--- src/rtl/fifo_prog_wr_ctrl_pkg.sv ---
// Shared types and constants for the FIFO program/write controller.
//   state_e   : controller sequence RST_FIFO -> PROG0..PROG3 -> SETTLE -> RUN
//   prog_word : data word driven on FIFO_D for each of the offset programming steps
package fifo_prog_wr_ctrl_pkg;
  localparam int FIFO_DW    = 9;
  localparam int OFF_W      = 9;
  localparam int PROG_WORDS = 4;
  localparam int PIDX_W     = $clog2(PROG_WORDS);

  typedef enum logic [2:0] {
    RST_FIFO,
    PROG0,
    PROG1,
    PROG2,
    PROG3,
    SETTLE,
    RUN
  } state_e;

  // Offsets go in as low byte then MSB, empty pair first, then full pair.
  function automatic logic [FIFO_DW-1:0] prog_word(input logic [PIDX_W-1:0] idx,
                                                   input logic [OFF_W-1:0]  e,
                                                   input logic [OFF_W-1:0]  f);
    logic [FIFO_DW-1:0] w;
    case (idx)
      2'd0:    w = {1'b0, e[7:0]};
      2'd1:    w = {8'b0, e[8]};
      2'd2:    w = {1'b0, f[7:0]};
      default: w = {8'b0, f[8]};
    endcase
    return w;
  endfunction
endpackage

--- src/rtl/fifo_prog_wr_ctrl_if.sv ---
// Requester handshake plus FIFO-facing bus of the controller.
//   master : requester/FIFO side (drives REQx, Dx, FIFO_FF, FIFO_PAF)
//   slave  : controller side (drives ACKx, FIFO_RS, FIFO_D, FIFO_WEN1, FIFO_WEN2)
interface fifo_prog_wr_ctrl_if;
  import fifo_prog_wr_ctrl_pkg::*;

  logic               REQ0, REQ1;
  logic [FIFO_DW-1:0] D0, D1;
  logic               ACK0, ACK1;
  logic               FIFO_FF, FIFO_PAF;
  logic               FIFO_RS;
  logic [FIFO_DW-1:0] FIFO_D;
  logic               FIFO_WEN1, FIFO_WEN2;

  modport master (
    output REQ0, REQ1, D0, D1, FIFO_FF, FIFO_PAF,
    input  ACK0, ACK1, FIFO_RS, FIFO_D, FIFO_WEN1, FIFO_WEN2
  );

  modport slave (
    input  REQ0, REQ1, D0, D1, FIFO_FF, FIFO_PAF,
    output ACK0, ACK1, FIFO_RS, FIFO_D, FIFO_WEN1, FIFO_WEN2
  );
endinterface

--- src/rtl/rr_arb2.sv ---
// Two-way round-robin arbiter.
//   clk, rst_n : clock, synchronous active-low reset (pointer -> requester 0)
//   elig[1:0]  : requester eligibility
//   stall      : blocks all grants
//   advance    : grants only allowed when high
//   gnt[1:0]   : combinational one-hot grant; the pointer flips to the other
//                requester on every grant
module rr_arb2 (
  input  logic       clk,
  input  logic       rst_n,
  input  logic [1:0] elig,
  input  logic       stall,
  input  logic       advance,
  output logic [1:0] gnt
);
  logic ptr_q, ptr_d;

  always_comb begin
    gnt   = 2'b00;
    ptr_d = ptr_q;
    if (advance && !stall && (|elig)) begin
      if (elig[ptr_q]) gnt[ptr_q]  = 1'b1;
      else             gnt[~ptr_q] = 1'b1;
    end
    // granting 0 prefers 1 next time and vice versa
    if (|gnt) ptr_d = gnt[0];
  end

  always_ff @(posedge clk) begin
    if (!rst_n) ptr_q <= 1'b0;
    else        ptr_q <= ptr_d;
  end
endmodule

--- src/rtl/fifo_prog_wr_ctrl.sv ---
// Controller in front of a 9-bit x 256 FIFO: resets the FIFO, programs the
// almost-empty/almost-full offsets via four WEN2 writes, then arbitrates two
// write requesters round-robin onto the FIFO write port.
//   CLK, RS_N              : clock (also FIFO WCLK), sync active-low reset
//   CFG_EMPTY_OFF/FULL_OFF : offsets, snapshotted on the last FIFO reset cycle
//   CFG_START              : in RUN, flush and reprogram the FIFO
//   bus (slave)            : requester handshake and FIFO pins, all registered
//   CFG_DONE               : high in RUN
//   WR_COUNT               : words issued since reset / CFG_START
// Build option: FIFO_PROG_WR_CTRL_PAF_THROTTLE_EN also stalls writes on FIFO_PAF.
module fifo_prog_wr_ctrl
  import fifo_prog_wr_ctrl_pkg::*;
#(
  parameter int RST_CYCLES = 2,
  parameter int CNT_W      = 16
) (
  input  logic                 CLK,
  input  logic                 RS_N,
  input  logic [OFF_W-1:0]     CFG_EMPTY_OFF,
  input  logic [OFF_W-1:0]     CFG_FULL_OFF,
  input  logic                 CFG_START,
  fifo_prog_wr_ctrl_if.slave   bus,
  output logic                 CFG_DONE,
  output logic [CNT_W-1:0]     WR_COUNT
);
  localparam int RCW = (RST_CYCLES < 2) ? 1 : $clog2(RST_CYCLES + 1);

  state_e             state_q, state_d;
  logic [RCW-1:0]     rcnt_q, rcnt_d;
  logic [OFF_W-1:0]   empty_q, empty_d;
  logic [OFF_W-1:0]   full_q, full_d;
  logic               rs_q, rs_d;
  logic               wen1_q, wen1_d;
  logic               wen2_q, wen2_d;
  logic [FIFO_DW-1:0] fd_q, fd_d;
  logic [1:0]         ack_q, ack_d;
  logic               done_q, done_d;
  logic [CNT_W-1:0]   cnt_q, cnt_d;

  logic [1:0]         elig, gnt;
  logic               stall, advance;

  // A requester whose ACK is showing this cycle still holds the old word.
  assign elig    = {bus.REQ1 && !ack_q[1], bus.REQ0 && !ack_q[0]};
  assign advance = (state_q == RUN) && !CFG_START;

`ifdef FIFO_PROG_WR_CTRL_PAF_THROTTLE_EN
  assign stall = bus.FIFO_FF || bus.FIFO_PAF;
`else
  logic unused_paf;
  assign unused_paf = bus.FIFO_PAF;
  assign stall      = bus.FIFO_FF;
`endif

  rr_arb2 u_arb (
    .clk     (CLK),
    .rst_n   (RS_N),
    .elig    (elig),
    .stall   (stall),
    .advance (advance),
    .gnt     (gnt)
  );

  // Outputs are computed for the state being entered so every FIFO pin is a flop.
  always_comb begin
    state_d = state_q;
    rcnt_d  = rcnt_q;
    empty_d = empty_q;
    full_d  = full_q;
    rs_d    = 1'b0;
    wen1_d  = 1'b1;
    wen2_d  = 1'b1;
    fd_d    = fd_q;
    ack_d   = 2'b00;
    done_d  = 1'b0;
    cnt_d   = cnt_q;
    case (state_q)
      RST_FIFO: begin
        if (rcnt_q <= RCW'(1)) begin
          // last reset cycle: capture offsets and issue the first program word
          state_d = PROG0;
          empty_d = CFG_EMPTY_OFF;
          full_d  = CFG_FULL_OFF;
          wen2_d  = 1'b0;
          fd_d    = prog_word(2'd0, CFG_EMPTY_OFF, CFG_FULL_OFF);
        end else begin
          rcnt_d = rcnt_q - RCW'(1);
          rs_d   = 1'b1;
        end
      end
      PROG0: begin
        state_d = PROG1;
        wen2_d  = 1'b0;
        fd_d    = prog_word(2'd1, empty_q, full_q);
      end
      PROG1: begin
        state_d = PROG2;
        wen2_d  = 1'b0;
        fd_d    = prog_word(2'd2, empty_q, full_q);
      end
      PROG2: begin
        state_d = PROG3;
        wen2_d  = 1'b0;
        fd_d    = prog_word(2'd3, empty_q, full_q);
      end
      PROG3: state_d = SETTLE;
      SETTLE: begin
        state_d = RUN;
        done_d  = 1'b1;
      end
      RUN: begin
        if (CFG_START) begin
          state_d = RST_FIFO;
          rcnt_d  = RCW'(RST_CYCLES);
          rs_d    = 1'b1;
          cnt_d   = '0;
        end else begin
          done_d = 1'b1;
          if (|gnt) begin
            wen1_d = 1'b0;
            ack_d  = gnt;
            fd_d   = gnt[1] ? bus.D1 : bus.D0;
            cnt_d  = cnt_q + CNT_W'(1);
          end
        end
      end
      default: begin
        state_d = RST_FIFO;
        rcnt_d  = RCW'(RST_CYCLES);
        rs_d    = 1'b1;
        cnt_d   = '0;
      end
    endcase
  end

  always_ff @(posedge CLK) begin
    if (!RS_N) begin
      state_q <= RST_FIFO;
      rcnt_q  <= RCW'(RST_CYCLES);
      empty_q <= '0;
      full_q  <= '0;
      rs_q    <= 1'b1;
      wen1_q  <= 1'b1;
      wen2_q  <= 1'b1;
      fd_q    <= '0;
      ack_q   <= 2'b00;
      done_q  <= 1'b0;
      cnt_q   <= '0;
    end else begin
      state_q <= state_d;
      rcnt_q  <= rcnt_d;
      empty_q <= empty_d;
      full_q  <= full_d;
      rs_q    <= rs_d;
      wen1_q  <= wen1_d;
      wen2_q  <= wen2_d;
      fd_q    <= fd_d;
      ack_q   <= ack_d;
      done_q  <= done_d;
      cnt_q   <= cnt_d;
    end
  end

  assign bus.FIFO_RS   = rs_q;
  assign bus.FIFO_WEN1 = wen1_q;
  assign bus.FIFO_WEN2 = wen2_q;
  assign bus.FIFO_D    = fd_q;
  assign bus.ACK0      = ack_q[0];
  assign bus.ACK1      = ack_q[1];
  assign CFG_DONE      = done_q;
  assign WR_COUNT      = cnt_q;
endmodule

--- src/flat_wrapper.sv ---
// flat-port wrapper written by rule: the top's interface ports become plain ports
module fifo_prog_wr_ctrl_flat import fifo_prog_wr_ctrl_pkg::*;
#(
  parameter int RST_CYCLES = 2,
  parameter int CNT_W      = 16
)
  (CLK, RS_N, CFG_EMPTY_OFF, CFG_FULL_OFF, CFG_START, CFG_DONE, WR_COUNT, bus_REQ0, bus_REQ1, bus_D0, bus_D1, bus_FIFO_FF, bus_FIFO_PAF, bus_ACK0, bus_ACK1, bus_FIFO_RS, bus_FIFO_D, bus_FIFO_WEN1, bus_FIFO_WEN2);
  fifo_prog_wr_ctrl_if bus_i ();
  input  logic CLK;
  input  logic RS_N;
  input  logic [OFF_W-1:0] CFG_EMPTY_OFF;
  input  logic [OFF_W-1:0] CFG_FULL_OFF;
  input  logic CFG_START;
  output logic CFG_DONE;
  output logic [CNT_W-1:0] WR_COUNT;
  input wire logic [$bits(bus_i.REQ0)-1:0] bus_REQ0;
  input wire logic [$bits(bus_i.REQ1)-1:0] bus_REQ1;
  input wire logic [$bits(bus_i.D0)-1:0] bus_D0;
  input wire logic [$bits(bus_i.D1)-1:0] bus_D1;
  input wire logic [$bits(bus_i.FIFO_FF)-1:0] bus_FIFO_FF;
  input wire logic [$bits(bus_i.FIFO_PAF)-1:0] bus_FIFO_PAF;
  output wire logic [$bits(bus_i.ACK0)-1:0] bus_ACK0;
  output wire logic [$bits(bus_i.ACK1)-1:0] bus_ACK1;
  output wire logic [$bits(bus_i.FIFO_RS)-1:0] bus_FIFO_RS;
  output wire logic [$bits(bus_i.FIFO_D)-1:0] bus_FIFO_D;
  output wire logic [$bits(bus_i.FIFO_WEN1)-1:0] bus_FIFO_WEN1;
  output wire logic [$bits(bus_i.FIFO_WEN2)-1:0] bus_FIFO_WEN2;
  assign bus_i.REQ0 = bus_REQ0;
  assign bus_i.REQ1 = bus_REQ1;
  assign bus_i.D0 = bus_D0;
  assign bus_i.D1 = bus_D1;
  assign bus_i.FIFO_FF = bus_FIFO_FF;
  assign bus_i.FIFO_PAF = bus_FIFO_PAF;
  assign bus_ACK0 = bus_i.ACK0;
  assign bus_ACK1 = bus_i.ACK1;
  assign bus_FIFO_RS = bus_i.FIFO_RS;
  assign bus_FIFO_D = bus_i.FIFO_D;
  assign bus_FIFO_WEN1 = bus_i.FIFO_WEN1;
  assign bus_FIFO_WEN2 = bus_i.FIFO_WEN2;
  fifo_prog_wr_ctrl #(.RST_CYCLES(RST_CYCLES), .CNT_W(CNT_W)) u_core (.CLK(CLK), .RS_N(RS_N), .CFG_EMPTY_OFF(CFG_EMPTY_OFF), .CFG_FULL_OFF(CFG_FULL_OFF), .CFG_START(CFG_START), .bus(bus_i), .CFG_DONE(CFG_DONE), .WR_COUNT(WR_COUNT));
endmodule
--- config.mk ---
export PLATFORM = sky130hd
export DESIGN_NAME = fifo_prog_wr_ctrl_flat
export DESIGN_NICKNAME = d
export VERILOG_FILES = /design/src/rtl/fifo_prog_wr_ctrl_pkg.sv /design/src/rtl/fifo_prog_wr_ctrl_if.sv /design/src/rtl/rr_arb2.sv /design/src/rtl/fifo_prog_wr_ctrl.sv /design/src/flat_wrapper.sv
export SDC_FILE = /design/constraint.sdc
export NUM_CORES = 1
export LEC_CHECK = 0
export ABC_AREA = 0
export CAP_MARGIN = 40
export CORE_ASPECT_RATIO = 0.9
export CORE_MARGIN = 1.5
export CORE_UTILIZATION = 42
export CTS_CLUSTER_SIZE = 28
export DETAILED_ROUTE_END_ITERATION = 10
export GPL_ROUTABILITY_DRIVEN = 0
export HOLD_SLACK_MARGIN = 0.03
export PLACE_DENSITY = 0.74
export SYNTH_ARGS = -nofsm -noshare
export SYNTH_HDL_FRONTEND = slang
export SYNTH_HIERARCHICAL = 1
export SYNTH_SLANG_ARGS = --single-unit
--- constraint.sdc ---
create_clock -name CLK -period 2.25 [get_ports CLK]
set_input_delay 0.45 -clock CLK [delete_from_list [all_inputs] [get_ports CLK]]
set_output_delay 0.45 -clock CLK [all_outputs]
set_load 0.01 [all_outputs]
==> results of run 1 <==
## worst max-delay path by stage
stage / startpoint / end / slack [ps] / depth (start not counted)
after floorplan: CFG_START / u_core/bus.FIFO_D[8]$_SDFFE_PN0P_ / 4 / 9
after global placement: CFG_START / u_core/bus.FIFO_D[8]$_SDFFE_PN0P_ / -340 / 9
after detailed placement: CFG_START / u_core/bus.FIFO_D[2]$_SDFFE_PN0P_ / -450 / 11
after CTS: bus_REQ0 / u_core/WR_COUNT[10]$_SDFFE_PN0P_ / 40 / 10
after global routing: bus_REQ1 / u_core/WR_COUNT[1]$_SDFFE_PN0P_ / 8 / 10
final: bus_REQ1 / u_core/WR_COUNT[14]$_SDFFE_PN0P_ / 120 / 10
## flip-flops by register name (all words and copies together), names as in the netlist
| signal | cells |
|---|---|
| u_core/WR_COUNT | 16 |
| u_core/full_q | 9 |
| u_core/empty_q | 1 |
| u_core/CFG_DONE | 1 |
| u_core/u_arb/ptr_q | 1 |
| u_core/bus.FIFO_RS | 1 |
| u_core/rcnt_q | 2 |
| u_core/bus.FIFO_WEN2 | 1 |
| u_core/ack_q | 2 |
| u_core/bus.FIFO_WEN1 | 1 |
| u_core/state_q | 3 |
| u_core/bus.FIFO_D | 9 |
## repair_timing
action                                  CTS  global route
cloned                                    1             0
buffers inserted                          4             0
pin swaps                                 4             0
resized for setup                         9             1
endpoints found under the setup margin   21            10
## per-stage QoR
stage	cells	setup TNS [ps]	total power, mW	util [%]	setup WS [ps]
final	457	0	2.93	62.2	118
after global routing	457	0	3.12	62.2	8.39
after CTS	457	0	2.93	62.1	40.2
after detailed placement	444	-9620	2.27	59.2	-450
after global placement	444	-6900	2.25	59.2	-337
after floorplan	298	0	1.83	-	4.13
## where the power goes
part           leakage [nW]  switching, mW  internal (mW)
Clock                0.0505          0.292          0.280
Sequential            0.383         0.0739          0.986
Combinational         0.823          0.709          0.588
## layout make-up
cell class	instances	area (um2)	area share, %
multi-input cells	223	1400	40.0
flip-flops and latches	47	941	26.9
repair buffers	100	933	26.7
clock buffers	7	96.3	2.75
well taps	70	87.6	2.50
inverters	9	33.8	0.966
clock inverters	1	7.51	0.215
## worst max-delay path: stages
cell and delay, ps:
clkdlybuf4s50_1 450, nor2b_1 200, buf_4 160, a21oi_2 60, buf_4 140, nor4_2 260, buf_4 240, nor3_1 80
a211o_1 290, nand2_1 50
## layout by cell type, fill, tap and decap left out, types with 9 or more instances in the layout
cell,netlist,final
nand3b_1,9,9
a21boi_0,12,12
nor2_1,16,14
nand2b_1,12,12
a21oi_1,27,25
inv_1,9,9
mux2i_1,12,12
nand2_1,30,30
nand3_1,15,15
clkdlybuf4s50_1,0,71
o21ai_0,22,22
buf_4,0,27
dfxtp_1,47,47
## layer usage
layer / up-vias / global-route usage [%] / share of wire [%]
met4: 0 / 5.00 / 0.63
met1: 1153 / 26.1 / 46
li1: 1232 / - / -
met3: 4 / 6.14 / 6.7
met2: 82 / 36.4 / 47
met5: - / 0 / 0
## kinds of logic after synthesis
| group | count (synthesis) | share of synthesized area, % |
|---|---|---|
| and+or+nand+nor | 123 | 27.5 |
| AOI/OAI and AO/OA | 78 | 19.8 |
| DFF | 47 | 38.8 |
| buffers and inverters | 28 | 4.90 |
| muxes | 13 | 5.42 |
| xor gates and xnor gates | 7 | 2.53 |
| adders and majority gates | 2 | 1.03 |
==> out/results.tsv, run 1 <==
stage	metric	value	unit
timing	final worst-path cycle share	94.8	%
yosys	synth unique cells	43	
yosys	Synth Register Bits	47	
timing	clock skew	8.39	ps
min_path	class of the worst hold path	reg -> reg	
setup_path	FF-to-FF End	u_core/WR_COUNT[5]$_SDFFE_PN0P_	
yosys	top cell type by total area after synthesis	dfxtp_1	
yosys	syn_area_per_cell	8.14	um2
timing	final hold violation count	0	
clock_network	Clock Latency Late Sink	310	ps
floorplanning	I/O pin cnt	74	
yosys	Synth area leaders	dfxtp_1 (39%), a21oi_1 (5.6%), mux2i_1 (5.0%)	
layout	Fill cells	523	
timing	RSZ-0062 raised after global routing	no	
yosys	Synth Warn #	6	
route	Routed WL per cell	14.3	um
clock_network	total clock sinks	47	
pwr	Leak	1.26	nW
setup_path	Worst Setup Start Kind	input pin	
timing	Setup violations, final	0	
layout	Ant. Diodes	0	
clock_network	clk buf depth	2	
placement	Post-DP Area	3330	um2
setup_path	r2r startpoint	u_core/state_q[0]$_SDFFE_PN0P_	
global_routing	antenna violations before repair	0	
setup_path	Setup CP Type	in -> reg	
min_path	Hold Path Depth	2	
global_routing	grt ovf	0	
yosys	Synth Flop Type	dfxtp_1	
timing	Hold WS	471	ps
yosys	Post-synth top cells	dfxtp_1 (47), nand2_1 (30), a21oi_1 (27)	
pwr	Pwr per Cell Area	837	nW/um2
layout	post-route cell area	3500	um2
timing	f_max	469	MHz
route	vias	2471	
clock_network	H-tree depth	2	
floorplanning	die area	6240	um2
global_routing	largest net degree at the start of global routing	26	
min_path	hold path endpoint	u_core/full_q[0]$_SDFFE_PN0P_	
layout	share of layout cells above drive strength 1	12.4	%
timing	Worst Tran Pin Value	663	ps
run_status	outcome	complete, no violations	
global_routing	GRT Util Overall	20.9	%
route	Remaining DRCs	0	
pwr	Max IR drop VDD	493	uV
clock_network	clk slew on worst S/H paths	90	ps
yosys	area fraction of the dominant cell type after synthesis	38.8	%
global_routing	vias in the first global route	2313	
setup_path	flop-to-flop setup slack	230	ps
layout	Layout area overhead	44.2	%
min_path	Hold Crit Start	u_core/full_q[0]$_SDFFE_PN0P_	
yosys	sequential fraction of the synthesis area	38.8	%
placement	hpwl dp	4700	um
timing	max-slew violation count	0	
floorplanning	starting density of the core	43.1	%
timing	Max-slew headroom	55.2	%
route	Pre-Repair DR Iteration Count	4	
floorplanning	core area	5630	um2
layout	Layout Nets	431	
yosys	asr flop ratio synth	0	%
placement	IO Port Bufs	72	
setup_path	CP endpoint kind	flip-flop	
clock_network	CTS tree	yes	
global_routing	first-pass GRT wire length	10600	um
yosys	Syn Nets	343	
yosys	synthesized area	2430	um2
clock_network	root buf cell	clkbuf_8	
setup_path	Worst Path Required	2500	ps
setup_path	CP arrival	2390	ps
route	vias per cell	5.41	
floorplanning	Die Span X	83.1	um
floorplanning	# rows	26	
yosys	count leader, synth	dfxtp_1	
route	final WL	6550	um
clock_network	CTS Hold Bufs	0	
setup_path	maximum fanout along the worst path	10	
yosys	cell count after synthesis	298	
setup_path	cells on worst reg2reg path	10	
route	First DRT Iteration DRCs	166	
job	maxcap violations	0	
timing	Tmin final	2130	ps
floorplanning	Die H	75.1	um
yosys	Post-synth EDFFs	0	
route	post-route ant nets	0	
clock_network	CTS buffer count	5	
(Power assumes the default switching activity.)
==> run 2, diff against run 1 <==
--- a/config.mk
+++ b/config.mk
@@ -9,13 +9,12 @@
 export CAP_MARGIN = 40
 export CORE_ASPECT_RATIO = 0.9
 export CORE_MARGIN = 1.5
-export CORE_UTILIZATION = 42
+export CORE_UTILIZATION = 41
 export CTS_CLUSTER_SIZE = 28
 export DETAILED_ROUTE_END_ITERATION = 10
 export GPL_ROUTABILITY_DRIVEN = 0
 export HOLD_SLACK_MARGIN = 0.03
-export PLACE_DENSITY = 0.74
+export PLACE_DENSITY = 0.73
 export SYNTH_ARGS = -nofsm -noshare
 export SYNTH_HDL_FRONTEND = slang
-export SYNTH_HIERARCHICAL = 1
 export SYNTH_SLANG_ARGS = --single-unit
==> run 2 against run 1 <==
Die area is 3.7% lower. Critical path depth is 4 lower. Critical endpoint is now u_core.bus.FIFO_D[5]$_SDFFE_PN0P_. Highest routed layer unchanged. Clock skew decreased by 0.51 ps. Clock power increased by 11%. Critical path type unchanged.
==> out/results.tsv, run 2 <==
stage	metric	value	unit
run_status	outcome	complete, no violations	
global_routing	vias in the first global route	2044	
global_routing	grt ovf	0	
layout	most common cell after layout, fill and taps aside	clkdlybuf4s50_1	
clock_network	clk slew on worst S/H paths	90	ps
timing	clock skew	7.88	ps
floorplanning	# rows	25	
clock_network	post-CTS setup buffer count	0	
job	maxcap violations	0	
timing	Worst Tran Pin Value	633	ps
clock_network	clk buf depth	2	
layout	Layout Nets	397	
yosys	Synth area leaders	dfxtp_1 (41%), a21oi_1 (9.0%), nand2_1 (5.8%)	
clock_network	CTS tree	yes	
yosys	syn_area_per_cell	8.32	um2
clock_network	root buf cell	clkbuf_8	
floorplanning	core area	5320	um2
pwr	Pwr per Cell Area	866	nW/um2
min_path	Hold Crit Start	u_core.full_q[1]$_SDFFE_PN0P_	
route	highest metal used	met4	
global_routing	antenna violations before repair	0	
global_routing	GRT Util Overall	20.4	%
route	vias per cell	5.33	
yosys	cell count after synthesis	274	
floorplanning	I/O pin cnt	74	
placement	IO Port Bufs	72	
clock_network	post-CTS resize count	0	
min_path	class of the worst hold path	reg -> reg	
route	post-route ant nets	0	
yosys	Synth Register Bits	47	
route	Routed met2 length	2660	um
min_path	Hold Path Depth	2	
yosys	top cell type by total area after synthesis	dfxtp_1	
setup_path	FF-to-FF End	u_core.WR_COUNT[13]$_SDFFE_PN0P_	
pwr	Power, Total	2.80	mW
yosys	Post-synth top cells	dfxtp_1 (47), a21oi_1 (41), nand2_1 (35)	
route	First DRT Iteration DRCs	145	
route	Remaining DRCs	0	
global_routing	first-pass GRT wire length	9610	um
pwr	Max IR drop VDD	578	uV
timing	Setup TNS	0	ps
min_path	hold path endpoint	u_core.full_q[1]$_SDFFE_PN0P_	
timing	Setup violations, final	0	
setup_path	Setup CP Type	in -> reg	
yosys	Syn Nets	319	
yosys	area fraction of the dominant cell type after synthesis	41.3	%
clock_network	H-tree depth	2	
global_routing	largest net degree at the start of global routing	18	
setup_path	r2r startpoint	u_core.state_q[2]$_SDFFE_PN0P_	
floorplanning	starting density of the core	42.8	%
layout	post-route cell area	3230	um2
layout	share of layout cells above drive strength 1	12.2	%
floorplanning	Die H	73.7	um
clock_network	Clock Latency Late Sink	300	ps
setup_path	maximum fanout along the worst path	8	
setup_path	cells on worst reg2reg path	5	
timing	Tmin final	1980	ps
timing	Max-slew headroom	57.5	%
setup_path	Worst Setup Start Kind	input pin	
yosys	Synth Warn #	0	
route	final WL	5870	um
layout	Layout area overhead	42.0	%
yosys	synthesized area	2280	um2
layout	most frequent cells in the layout	clkdlybuf4s50_1 (72), dfxtp_1 (47), a21oi_1 (41)	
placement	hpwl dp	4430	um
floorplanning	Die Span X	81.6	um
timing	final worst-path cycle share	88.2	%
clock_network	CTS Hold Bufs	0	
setup_path	CP endpoint kind	flip-flop	
timing	RSZ-0062 raised after global routing	no	
placement	Post-DP Area	3120	um2
clock_network	CTS buffer count	5	
route	met3 wire len	264	um
route	vias	2237	
layout	Ant. Diodes	0	
timing	f_max	504	MHz
layout	Largest register FFs	16	
timing	final hold violation count	0	
setup_path	flop-to-flop setup slack	390	ps
yosys	asr flop ratio synth	0	%
timing	Hold WS	460	ps
yosys	Synth Flop Type	dfxtp_1	
route	Routed WL per cell	14.0	um
timing	max-slew violation count	0	
yosys	sequential fraction of the synthesis area	41.3	%
clock_network	total clock sinks	47	
yosys	count leader, synth	dfxtp_1	
floorplanning	die area	6010	um2
setup_path	Worst Path Required	2420	ps
setup_path	CP arrival	2160	ps
pwr	Leak	1.16	nW
route	WL met1	2850	um
route	Pre-Repair DR Iteration Count	4	
yosys	synth unique cells	50	
yosys	Post-synth EDFFs	0	
## run 2: kinds of logic after synthesis
family / synth area share (%)
compound gates: 22.0
xor+xnor: 1.54
fa+ha+maj: 1.10
buf+inv: 4.28
flops: 41.3
mux: 5.77
simple gates: 24.0
## run 2: how the worst max path moves through the flow
| stage | startpoint | to | depth (start not counted) |
|---|---|---|---|
| 3_5_place_dp | bus_REQ0 | u_core.bus.FIFO_D[5]$_SDFFE_PN0P_ | 6 |
| 6_report | bus_REQ0 | u_core.bus.FIFO_D[5]$_SDFFE_PN0P_ | 6 |
| 2_1_floorplan | u_core.WR_COUNT[3]$_SDFFE_PN0P_ | u_core.WR_COUNT[15]$_SDFFE_PN0P_ | 5 |
| 4_1_cts | bus_REQ1 | u_core.bus.FIFO_D[5]$_SDFFE_PN0P_ | 6 |
| 3_3_place_gp | bus_REQ0 | u_core.bus.FIFO_D[6]$_SDFFE_PN0P_ | 6 |
| 5_1_grt | bus_REQ1 | u_core.bus.FIFO_D[7]$_SDFFE_PN0P_ | 6 |
## run 2: per-stage QoR
stage	instances	util [%]	worst slack, ps
after floorplan	274	-	620
after global placement	412	58.6	12.8
after detailed placement	412	58.6	-37.8
after CTS	420	60.8	270
after global routing	420	60.8	111
final	420	60.8	266
## run 2: metal layers
layer	track usage (%)	vias to the layer above
li1	-	1141
met1	30.2	1019
met2	29.1	66
met3	3.48	11
met4	7.91	0
met5	0	-
## run 2: worst max-delay path, cell delays in order
cell and delay (ps):
clkdlybuf4s50_1 520, nand2b_4 90, o211ai_2 420, mux2_2 390, a21oi_1 160, o32ai_1 110
## run 2: final cells by class
type	count	area (um2)
Fill cell	487	2080
Multi-Input combinational cell	205	1240
Sequential cell	47	941
Timing Repair Buffer	86	826
Tap cell	67	83.8
Clock buffer	6	82.6
Clock inverter	2	35.0
Inverter	7	26.3
## run 2: where the power goes
group / internal [mW] / total [mW] / switching (mW) / leakage, nW
registers: 0.986 / 1.08 / 0.0925 / 0.382
logic: 0.514 / 1.09 / 0.572 / 0.721
clock network: 0.360 / 0.635 / 0.275 / 0.0612
total: 1.86 / 2.80 / 0.940 / 1.16
==> run 3, diff against run 2 <==
--- a/config.mk
+++ b/config.mk
@@ -12,7 +12,6 @@
 export CORE_UTILIZATION = 41
 export CTS_CLUSTER_SIZE = 28
 export DETAILED_ROUTE_END_ITERATION = 10
-export GPL_ROUTABILITY_DRIVEN = 0
 export HOLD_SLACK_MARGIN = 0.03
 export PLACE_DENSITY = 0.73
 export SYNTH_ARGS = -nofsm -noshare
==> results of run 3 <==
The final DEF is identical to that of run 2; final timing and power are the same.
